===== src/rtl/vector_distance_seq.sv =====
// ---------------------------------------------------------------------------
// vector_distance_seq
//
// Purpose:
//   Streams VECTOR_LEN signed element pairs (a, b), accumulates the exact
//   sum of squared differences sum((a-b)^2) in 32 bits, then computes
//   floor(sqrt(sum)) with a 16-cycle bit-serial restoring square root.
//
// Ports:
//   clk         in   1      rising-edge clock
//   rst_n       in   1      asynchronous active-low reset
//   in_valid    in   1      element pair present
//   in_ready    out  1      block can accept an element pair (IDLE/ACCUM)
//   in_a, in_b  in   AL+1   signed element pair (AL = array_length)
//   abort       in   1      synchronous cancel, highest priority
//   out_valid   out  1      result present (DONE state)
//   out_ready   in   1      consumer accepts the result
//   out_sum_sq  out  32     sum of (a-b)^2 over the vector
//   out_dist    out  16     floor(sqrt(out_sum_sq))
//   busy        out  1      state is not IDLE
//   dbg_state   out  2      current FSM state (0 IDLE, 1 ACCUM, 2 SQRT, 3 DONE)
//
// Handshakes: a transfer happens on a rising edge where valid and ready are
// both 1. Neither ready depends combinationally on the matching valid;
// in_ready and out_valid are pure decodes of the registered state.
// ---------------------------------------------------------------------------
package GAM_package;
    parameter int VECTOR_LEN = 4;
endpackage

module vector_distance_seq #(
    parameter int VECTOR_LEN   = GAM_package::VECTOR_LEN,
    parameter int array_length = 8
) (
    input  logic                      clk,
    input  logic                      rst_n,
    input  logic                      in_valid,
    output logic                      in_ready,
    input  logic signed [array_length:0] in_a,
    input  logic signed [array_length:0] in_b,
    input  logic                      abort,
    output logic                      out_valid,
    input  logic                      out_ready,
    output logic [31:0]               out_sum_sq,
    output logic [15:0]               out_dist,
    output logic                      busy,
    output logic [1:0]                dbg_state
);

    localparam int EW = array_length + 1;   // element width
    localparam int DW = array_length + 2;   // difference width
    localparam int CW = (VECTOR_LEN < 2) ? 1 : $clog2(VECTOR_LEN + 1);

    typedef enum logic [1:0] {
        S_IDLE  = 2'd0,
        S_ACCUM = 2'd1,
        S_SQRT  = 2'd2,
        S_DONE  = 2'd3
    } state_t;

    state_t        r_state;
    logic [CW-1:0] r_cnt;
    logic [31:0]   r_acc;
    logic [31:0]   r_rad;     // radicand, shifted left two bits per SQRT cycle
    logic [17:0]   r_rem;     // partial remainder, never exceeds 2*root
    logic [15:0]   r_root;
    logic [3:0]    r_bit;
    logic [31:0]   r_sum;
    logic [15:0]   r_dist;

    // Difference at one extra bit so extreme operands cannot wrap; its
    // magnitude is then widened to 32 bits before squaring.
    logic signed [DW-1:0] w_diff;
    logic [DW-1:0]        w_abs;
    logic [31:0]          w_abs32;
    logic [31:0]          w_sq32;
    logic [31:0]          w_acc_sum;
    logic [CW-1:0]        w_cnt_inc;
    logic                 w_accept;

    assign w_diff    = $signed({in_a[EW-1], in_a}) - $signed({in_b[EW-1], in_b});
    assign w_abs     = w_diff[DW-1] ? DW'(-w_diff) : DW'(w_diff);
    assign w_abs32   = 32'(w_abs);
    assign w_sq32    = w_abs32 * w_abs32;
    assign w_acc_sum = r_acc + w_sq32;
    assign w_cnt_inc = r_cnt + 1'b1;
    assign w_accept  = in_valid & in_ready;

    // One restoring square-root step: bring down the next two radicand bits
    // and try to subtract (4*root + 1).
    logic [19:0] w_rem_shift;
    logic [19:0] w_trial;
    logic        w_fits;
    logic [19:0] w_rem_next;
    logic [15:0] w_root_next;

    assign w_rem_shift = {r_rem, r_rad[31:30]};
    assign w_trial     = {2'b00, r_root, 2'b01};
    assign w_fits      = (w_rem_shift >= w_trial);
    assign w_rem_next  = w_fits ? (w_rem_shift - w_trial) : w_rem_shift;
    assign w_root_next = {r_root[14:0], w_fits};

    always_ff @(posedge clk or negedge rst_n) begin
        if (!rst_n) begin
            r_state <= S_IDLE;
            r_cnt   <= '0;
            r_acc   <= '0;
            r_rad   <= '0;
            r_rem   <= '0;
            r_root  <= '0;
            r_bit   <= '0;
            r_sum   <= '0;
            r_dist  <= '0;
        end else if (abort) begin
            // Results of the previous vector are deliberately kept.
            r_state <= S_IDLE;
            r_cnt   <= '0;
            r_acc   <= '0;
        end else begin
            case (r_state)
                S_IDLE: begin
                    if (w_accept) begin
                        r_acc <= w_sq32;
                        if (VECTOR_LEN == 1) begin
                            r_state <= S_SQRT;
                            r_cnt   <= '0;
                            r_rad   <= w_sq32;
                            r_rem   <= '0;
                            r_root  <= '0;
                            r_bit   <= '0;
                        end else begin
                            r_state <= S_ACCUM;
                            r_cnt   <= CW'(1);
                        end
                    end
                end
                S_ACCUM: begin
                    if (w_accept) begin
                        r_acc <= w_acc_sum;
                        if (w_cnt_inc == CW'(VECTOR_LEN)) begin
                            r_state <= S_SQRT;
                            r_cnt   <= '0;
                            r_rad   <= w_acc_sum;
                            r_rem   <= '0;
                            r_root  <= '0;
                            r_bit   <= '0;
                        end else begin
                            r_cnt <= w_cnt_inc;
                        end
                    end
                end
                S_SQRT: begin
                    r_rad  <= {r_rad[29:0], 2'b00};
                    r_rem  <= 18'(w_rem_next);
                    r_root <= w_root_next;
                    r_bit  <= r_bit + 4'd1;
                    if (r_bit == 4'd15) begin
                        r_state <= S_DONE;
                        r_dist  <= w_root_next;
                        r_sum   <= r_acc;
                    end
                end
                S_DONE: begin
                    if (out_ready) begin
                        r_state <= S_IDLE;
                    end
                end
                default: r_state <= S_IDLE;
            endcase
        end
    end

    assign in_ready   = (r_state == S_IDLE) || (r_state == S_ACCUM);
    assign out_valid  = (r_state == S_DONE);
    assign busy       = (r_state != S_IDLE);
    assign out_sum_sq = r_sum;
    assign out_dist   = r_dist;
    assign dbg_state  = r_state;

endmodule


===== config.mk =====
export PLATFORM = sky130hd
export DESIGN_NAME = vector_distance_seq
export DESIGN_NICKNAME = d
export VERILOG_FILES = /design/src/rtl/vector_distance_seq.sv
export SDC_FILE = /design/constraint.sdc
export NUM_CORES = 1
export LEC_CHECK = 0
export ABC_AREA = 1
export CAP_MARGIN = 10
export CORE_ASPECT_RATIO = 1.2
export CORE_MARGIN = 10
export CORE_UTILIZATION = 30
export DETAILED_ROUTE_END_ITERATION = 6
export HOLD_SLACK_MARGIN = 0.1
export PLACE_DENSITY_LB_ADDON = 0.12
export SLEW_MARGIN = 10
export SYNTH_ARGS = -nofsm -noshare
export SYNTH_HDL_FRONTEND = slang
export SYNTH_SLANG_ARGS = --single-unit

===== constraint.sdc =====
create_clock -name clk -period 2.2 [get_ports clk]
set_input_delay 0.44 -clock clk [delete_from_list [all_inputs] [get_ports clk]]
set_output_delay 0.44 -clock clk [all_outputs]
set_load 0.01 [all_outputs]

# == Yosys cells after proc, flatten, opt, wreduce, memory -nomap -nowiden ==
# Index checks and enable logic that the tools add are counted.
# totals
inputBits,23
ff_bits,155
out_inout_bits,53
elab_cells,70
# op_classes
n_mux,30
addsub,6
n_mul,1
reduce_logical,9
n_eq_ne,12
n_lt_le_gt_ge,1
bitwise,2
# op_table
op,n
32-bit 2-to-1 mux,5
32-bit case mux with 2 select lines,2
18-bit 2-to-1 mux,3
18-bit case mux with 2 select lines,1
32-bit by 20-bit adder with 32-bit output,1
16-bit 2-to-1 mux,2
16-bit case mux with 2 select lines,1
20-bit by 18-bit greater-or-equal comparator with 1-bit output,1
10-bit by 10-bit multiplier with 20-bit output,1
18-bit subtractor,1
2-bit 2-to-1 mux,6
3-bit 2-to-1 mux,4
"3-bit inequality test, second input constant",4
10-bit 2-to-1 mux,1
10-bit negation,1
9-bit by 9-bit subtractor with 10-bit output,1
4-bit 2-to-1 mux,2
2-bit case mux with 4 select lines,1
4-bit case mux with 2 select lines,1
3-bit case mux with 2 select lines,1
3-bit AND reduction,2
5-bit AND reduction,1
"4-bit by 1-bit adder with 4-bit output, second input constant",1
"2-bit == test, second input constant",2
13 further kinds,15

# == Depth between registers and ports, before layout ==
# Gate-level depths: netlist (run 1).
# logic_depth
word_depth,8
depth_mapped,47
depth_no_buf,47

# == Worst setup path after synthesis (run 1) ==
# Ideal clock, no wire load.
# synth_path
kind,input port to flip-flop
start,input port in_a[0]
end,register r_acc[29]
cell_stages,39
slack_ps,-5811
required_time_ps,2082
arrival_time_ps,7893
setup_ps,118
n_path_buf,0
path_cell_list,inv_1 ha_1 inv_1 fa_1 xor2_1 nor3_1 nand2_2 nor2_4 nand3_2 nand2_2 xor2_4 inv_4 nor2_2 inv_1 fa_1 fa_1 inv_1 fa_1 [... 3 more ...] inv_1 ha_1 a21oi_1 o221ai_1 a21boi_0 o21ai_1 xor2_1 ha_1 nand2_1 nor4_1 nand2_1 nand2_1 a21oi_2 o21ai_4 nand2_1 xor2_1 nand2_1 nand2_1
# synth_via
elab_chain_len,8
# synth_rtl
item,line_no,rtl
from (decl),39,"input logic signed [array_length:0] in_a,"
9-bit by 9-bit subtractor with 10-bit output *,81,"assign w_diff = $signed({in_a[EW-1], in_a}) - $signed({in_b[EW-1], in_b});"
10-bit negation,82,assign w_abs = w_diff[DW-1] ? DW'(-w_diff) : DW'(w_diff);
10-bit 2-to-1 mux *,82,
10-bit by 10-bit multiplier with 20-bit output *,84,assign w_sq32 = w_abs32 * w_abs32;
32-bit by 20-bit adder with 32-bit output *,85,assign w_acc_sum = r_acc + w_sq32;
32-bit 2-to-1 mux *,138,if (w_accept) begin
32-bit case mux with 2 select lines *,120,case (r_state)
32-bit 2-to-1 mux *,114,end else if (abort) begin
to (signal assigned),123,r_acc <= w_sq32;
to (signal assigned),139,r_acc <= w_acc_sum;
to (decl),63,logic [31:0] r_acc;
# Mark *: on every way between the ends. The rest lies on a longest branch, timed or not. The select of a mux whose other input is x is not followed.
# A chain may end at the register's enable or synchronous reset.

# == Worst setup path in the final report (run 1) ==
# layout_path
start,input port in_a[0]
end,register r_rad[22]
# layout_via
elab_chain_len,8
# layout_rtl
item,line_no,rtl
9-bit by 9-bit subtractor with 10-bit output *,81,
10-bit negation,82,
10-bit 2-to-1 mux *,82,
10-bit by 10-bit multiplier with 20-bit output *,84,
32-bit by 20-bit adder with 32-bit output *,85,
32-bit 2-to-1 mux *,140,if (w_cnt_inc == CW'(VECTOR_LEN)) begin
32-bit 2-to-1 mux *,138,
32-bit case mux with 2 select lines *,120,
to (signal assigned),127,r_rad <= w_sq32;
to (signal assigned),143,r_rad <= w_acc_sum;
to (signal assigned),153,"r_rad <= {r_rad[29:0], 2'b00};"
to (decl),64,logic [31:0] r_rad;
# Marks and branches as above.

==> results of run 1 <==
state kept, by name, summed over array words and instances, names as in the netlist:
register and flops:
out_sum_sq 32, r_acc 32, r_rad 32, r_rem 18, out_dist 16, r_root 16, r_bit 4, r_cnt 3
dbg_state 2
final timing paths:
kind	slack, ps	cells after the start	end	startpoint
hold / removal	480	2	r_rem[14]$_DFFE_PN0P_	rst_n
min in group clk	480	2	r_acc[29]$_DFFE_PN0P_	r_acc[29]$_DFFE_PN0P_
setup reg to reg	-140	16	r_rad[27]$_DFFE_PN0P_	r_acc[2]$_DFFE_PN0P_
setup / recovery	-5140	47	r_rad[22]$_DFFE_PN0P_	in_a[0]
max in group asynchronous	1110	3	r_rad[19]$_DFFE_PN0P_	rst_n
hold reg to reg	480	2	r_acc[29]$_DFFE_PN0P_	r_acc[29]$_DFFE_PN0P_
layout make-up:
| type | count | area, um2 |
|---|---|---|
| fill | 3699 | 20200 |
| multi-input combinational | 1065 | 9420 |
| timing repair buffer | 452 | 3920 |
| sequential | 155 | 3880 |
| inverter | 217 | 862 |
| tap | 533 | 667 |
| clock buffer | 23 | 468 |
| clock inverter | 7 | 164 |
| timing repair inverter | 1 | 11.3 |
routing by layer:
layer,global-route usage (%),vias up,wire length (um)
met3,2.01,46,805
met4,5.36,0,736
met2,29.6,120,20700
met5,0,-,0
li1,-,5683,-
met1,17.5,5491,15500
layout by cell type, fill, tap and decap left out, types with 15 or more instances in the layout:
cell type	n
o21ai_1	39
mux2_2	18
dfrtp_1	155
nand2_4	27
nand2_2	46
nand3_1	46
a21oi_1	57
nor2_4	22
buf_4	299
nor2_2	17
o22ai_1	25
clkbuf_16	18
ha_4	58
fa_1	43
o21ai_2	24
nand2_1	234
ha_1	46
a21oi_2	31
o211ai_1	15
inv_2	46
buf_6	67
clkdlybuf4s50_1	53
a21oi_4	22
nand3_2	17
inv_1	158
nor2_1	91
o21ai_0	16
xor2_1	26
cell families after synthesis:
group,after synthesis,share of synthesized area [%]
xor gates and xnor gates,69,5.63
muxes,20,1.87
buffers and inverters,253,8.13
AOI/OAI and AO/OA,280,13.9
DFF,155,32.5
other,2,0.0629
and+or+nand+nor,537,19.1
adders and majority gates,151,18.8
cells in the mapped netlist, drive strengths merged, types with 22 or more instances:
library cell,number,share of area (%)
nor2,130,4.3
inv,216,6.9
nand2,307,10
clkbuf,28,0.88
xnor2,22,1.7
o21ai,82,3.6
xor2,47,4.0
o22ai,26,1.4
fa,47,7.9
a21oi,110,4.8
dfrtp,155,32
nand3,67,3.1
ha,104,11
through the flow:
step | setup TNS, ps | worst slack [ps]
3_3_place_gp | -330680 | -6250
4_1_cts | -268450 | -5140
2_1_floorplan | -255000 | -5020
6_report | -270220 | -5140
3_5_place_dp | -334160 | -6260
5_1_grt | -291260 | -5530
what timing repair did:
action	CTS	global route
pin swaps	150	157
gates cloned	1	2
hold endpoints to repair	32	0
hold buffers	1	0
gates resized for setup	257	241
setup endpoints to repair	82	80
buffers inserted	47	36
critical path: cells and delay by family:
kind / cells / cell delay (ps)
compound gates: 6 / 970
xor+xnor: 3 / 470
fa+ha+maj: 9 / 3330
buf+inv: 14 / 1200
simple gates: 15 / 1220
==> impl_metrics.env, run 1 <==
export IMPL_grt_overflow_total=0
export IMPL_wl_per_cell_um=15.4
export IMPL_finClkSkew_ps=7.23
export IMPL_fin_crit_ps=7340
export IMPL_drv_cap=0
export IMPL_arrival_ps=7660
export IMPL_tightest_slew_ps=490
export IMPL_max_freq_mhz=136
export IMPL_synth_edf_count=0
export IMPL_io_buffers=75
export IMPL_via_per_inst=4.62
export IMPL_fin_hold_ws_ps=478
export IMPL_grt_pass1_vias=12100
export IMPL_fin_util_pct=49.0
export IMPL_synth_flop_cell="dfrtp_1"
export IMPL_netlist_area_um2=11900
export IMPL_drive_above_1_share_pct=43.3
export IMPL_die_area_um2=48200
export IMPL_ys_ff_latch=155
export IMPL_die_w_um=202
export IMPL_via_count=11300
export IMPL_cts_buffers=17
export IMPL_fin_crit_sh_pct=334
export IMPL_ant_nets=0
export IMPL_grt_max_degree=41
export IMPL_slew_violations=0
export IMPL_max_stage_delay_ps=490
export IMPL_crit_path_end_kind="register"
export IMPL_rsz0062_at_grt="true"
export IMPL_gp_congestion=0.873
export IMPL_drc=0
export IMPL_antenna_cells=0
export IMPL_grt_pass1_wl_um=61200
export IMPL_worst_slack_ps=-5140
export IMPL_critPathRequiredTime_ps=2520
export IMPL_clk_pin_slew_ps=60
export IMPL_area_growth_pct=62.4
export IMPL_std_cell_rows=80
export IMPL_cts_tree="yes"
export IMPL_first_pass_iters=5
export IMPL_worstPathMaxFanout=5
export IMPL_ctsHtreeMaxLevel=4
export IMPL_yosys_warnings=0
export IMPL_synth_cell_types=61
export IMPL_antenna_found_initial=0
export IMPL_final_nets=2083
export IMPL_violations="setup timing"
export IMPL_fin_area_um2=19400
export IMPL_die_y_um=239
export IMPL_critPathKind="in2reg"
export IMPL_cts_buffer_depth=2
export IMPL_synth_area_per_cell_um2=8.14
export IMPL_cts_sinks=155
export IMPL_io_pins=76
export IMPL_slowest_stage="fa_1"
export IMPL_dp_cells=2339
export IMPL_hpwl_um=28500
export IMPL_wirelength_um=37800
export IMPL_synthCells=1467
export IMPL_root_buffer="clkbuf_16"
export IMPL_hold_viol=0
export IMPL_synthArstFlopShare_pct=100
export IMPL_hold_path_class="in2async"
export IMPL_instances_no_fill=2453
export IMPL_start_util_pct=30.2
export IMPL_max_slew_margin_rel_pct=67.1
export IMPL_placedInstanceArea_um2=16100
export IMPL_drtIter0Drc=410
export IMPL_setup_viol=69
export IMPL_coreArea_um2=39500
export IMPL_ys_seq_area_share_pct=32.5
export IMPL_clock_latency_ps=450
export IMPL_grt_usage_pct=15.6
export IMPL_status="complete, but fails checks"
export IMPL_cp_start_kind="primary input"
Power of run 1 is not shown: default switching activity piles up to over one toggle a cycle in this logic, so the estimate is an artifact.
==> run 2: changes to the inputs <==
--- a/config.mk
+++ b/config.mk
@@ -10,6 +10,7 @@
 export CORE_ASPECT_RATIO = 1.2
 export CORE_MARGIN = 10
 export CORE_UTILIZATION = 30
+export CTS_BUF_LIST = sky130_fd_sc_hd__clkbuf_16
 export DETAILED_ROUTE_END_ITERATION = 6
 export HOLD_SLACK_MARGIN = 0.1
 export PLACE_DENSITY_LB_ADDON = 0.12
==> constraint.sdc (replaced) <==
create_clock -name clk -period 6.8 [get_ports clk]
set_input_delay 1.36 -clock clk [delete_from_list [all_inputs] [get_ports clk]]
set_output_delay 1.36 -clock clk [all_outputs]
set_load 0.01 [all_outputs]
==> impl_metrics.env, run 2 (synthesis results as in run 1) <==
export IMPL_slew_violations=0
export IMPL_antenna_found_initial=0
export IMPL_final_common_cell="nand2_1"
export IMPL_clk_pin_slew_ps=70
export IMPL_fill_cells=3957
export IMPL_fin_crit_sh_pct=126
export IMPL_crit_family="buffers and inverters"
export IMPL_timing_rr_start="dbg_state[1]$_DFFE_PN0P_"
export IMPL_hold_viol=0
export IMPL_dp_cells=2233
export IMPL_drtIter0Drc=431
export IMPL_slowest_stage="fa_2"
export IMPL_hold_buffers=0
export IMPL_final_cell_mix="nand2_1, buf_4, inv_1"
export IMPL_ff2ff_setup_slack_ps=3590
export IMPL_grt_max_degree=68
export IMPL_path_buf_inv=36
export IMPL_multi_input_area_um2=8560
export IMPL_grt_overflow_total=0
export IMPL_r2r_end="r_cnt[2]$_DFFE_PN0P_"
export IMPL_grt_pass1_vias=11500
export IMPL_rsz0062_at_grt="true"
export IMPL_cp_start_kind="primary input"
export IMPL_die_y_um=239
export IMPL_worst_slack_ps=-1760
export IMPL_drv_cap=0
export IMPL_crit_top_cell="buf_4"
export IMPL_critical_path_depth=54
export IMPL_tightest_slew_ps=983
export IMPL_cts_sinks=155
export IMPL_cts_tree="yes"
export IMPL_io_pins=76
export IMPL_drc=0
export IMPL_hold_path_class="reg2reg"
export IMPL_via_per_inst=4.59
export IMPL_critPathKind="in2reg"
export IMPL_max_slew_margin_rel_pct=34.4
export IMPL_fin_area_um2=17400
export IMPL_coreArea_um2=39500
export IMPL_max_freq_mhz=117
export IMPL_whs_path_depth=2
export IMPL_wirelength_um=35300
export IMPL_ctsHtreeMaxLevel=4
export IMPL_clock_latency_ps=450
export IMPL_setup_viol=50
export IMPL_placedInstanceArea_um2=15100
export IMPL_reg2reg_depth=9
export IMPL_drive_above_1_share_pct=32.4
export IMPL_ant_nets=0
export IMPL_antenna_cells=0
export IMPL_wl_per_cell_um=15.1
export IMPL_cts_buffers=17
export IMPL_max_stage_delay_ps=440
export IMPL_finClkSkew_ps=14.9
export IMPL_status="complete, but fails checks"
export IMPL_cts_buffer_depth=2
export IMPL_worstPathMaxFanout=4
export IMPL_io_buffers=75
export IMPL_arrival_ps=8860
export IMPL_violations="setup timing"
export IMPL_hpwl_um=26300
export IMPL_grt_usage_pct=14.9
export IMPL_start_util_pct=30.2
export IMPL_fin_util_pct=44.0
export IMPL_root_buffer="clkbuf_16"
export IMPL_area_growth_pct=45.7
export IMPL_die_area_um2=48200
export IMPL_fin_crit_ps=8560
export IMPL_seq_area_um2=3880
export IMPL_instances_no_fill=2338
export IMPL_worstHoldStart="r_acc[29]$_DFFE_PN0P_"
export IMPL_first_pass_iters=4
export IMPL_crit_path_end_kind="register"
export IMPL_gp_congestion=0.827
export IMPL_final_nets=1966
export IMPL_via_count=10700
export IMPL_grt_pass1_wl_um=58400
export IMPL_holdPathEnd="r_acc[29]$_DFFE_PN0P_"
export IMPL_std_cell_rows=80
export IMPL_die_w_um=202
export IMPL_critPathRequiredTime_ps=7100
## run 2: cell count changes in the layout (fill, tap and decap cells not counted), sizes merged
cell	previous run	this run
clkinv	3	5
clkbuf	34	17
buf	381	264
dlygate4sd2	1	15
dlygate4sd3	1	0
clkdlybuf4s50	53	56
inv	215	221
clkdlybuf4s15	4	0
clkinvlp	2	3
bufinv	5	3
## run 2: timing repair
action / in CTS / in global routing
gates resized for setup: 174 / 79
endpoints found under the setup margin: 54 / 53
gates cloned: 1 / 0
pin swaps: 115 / 80
buffers inserted: 58 / 15
## run 2: layout make-up
cell class / count / share of cell area, %
Multi-Input combinational cell: 1065 / 49.2
Sequential cell: 155 / 22.3
Timing Repair Buffer: 336 / 16.3
Inverter: 217 / 4.89
Tap cell: 533 / 3.83
Clock buffer: 17 / 2.45
Clock inverter: 15 / 1.07
## run 2: how the worst max path moves through the flow
stage | start | endpoint
6_report | in_a[0] | r_acc[28]$_DFFE_PN0P_
3_3_place_gp | in_a[0] | r_acc[28]$_DFFE_PN0P_
4_1_cts | in_a[0] | r_rad[30]$_DFFE_PN0P_
5_1_grt | in_b[4] | r_rad[28]$_DFFE_PN0P_
2_1_floorplan | in_a[0] | r_acc[29]$_DFFE_PN0P_
3_5_place_dp | in_a[0] | r_rad[18]$_DFFE_PN0P_
## run 2: worst register-to-register path: stages, from the launching register on
cell	delay, ps
dfrtp_1	440
inv_1	90
ha_1	200
inv_1	480
nand2_1	210
nand2_1	130
nand2_1	430
inv_1	920
nand2_1	110
o31ai_1	100
## run 2: metrics by stage
| step | hold slack, ps | setup slack [ps] | TNS (ps) |
|---|---|---|---|
| 2_1_floorplan | 442 | -1340 | -50820 |
| 3_3_place_gp | 462 | -2470 | -115950 |
| 3_5_place_dp | 469 | -2560 | -120410 |
| 4_1_cts | 493 | -1640 | -69330 |
| 5_1_grt | 515 | -1990 | -85450 |
| 6_report | 491 | -1760 | -67400 |
## run 2: per-layer routing
metal | GRT usage [%] | vias up | routed length (um)
li1 | - | 5470 | -
met1 | 16.4 | 5116 | 14600
met2 | 28.9 | 120 | 19400
met3 | 2.29 | 35 | 777
met4 | 4.21 | 0 | 602
met5 | 0 | - | 0
Power of run 2 is left out for the same reason.
==> run 3: changes to the inputs <==
--- a/config.mk
+++ b/config.mk
@@ -12,6 +12,7 @@
 export CORE_UTILIZATION = 30
 export CTS_BUF_LIST = sky130_fd_sc_hd__clkbuf_16
 export DETAILED_ROUTE_END_ITERATION = 6
+export GPL_ROUTABILITY_DRIVEN = 0
 export HOLD_SLACK_MARGIN = 0.1
 export PLACE_DENSITY_LB_ADDON = 0.12
 export SLEW_MARGIN = 10
==> results of run 3 <==
Final layout, timing and power as in run 2 (identical DEF).
Power of run 3 is left out for the same reason.
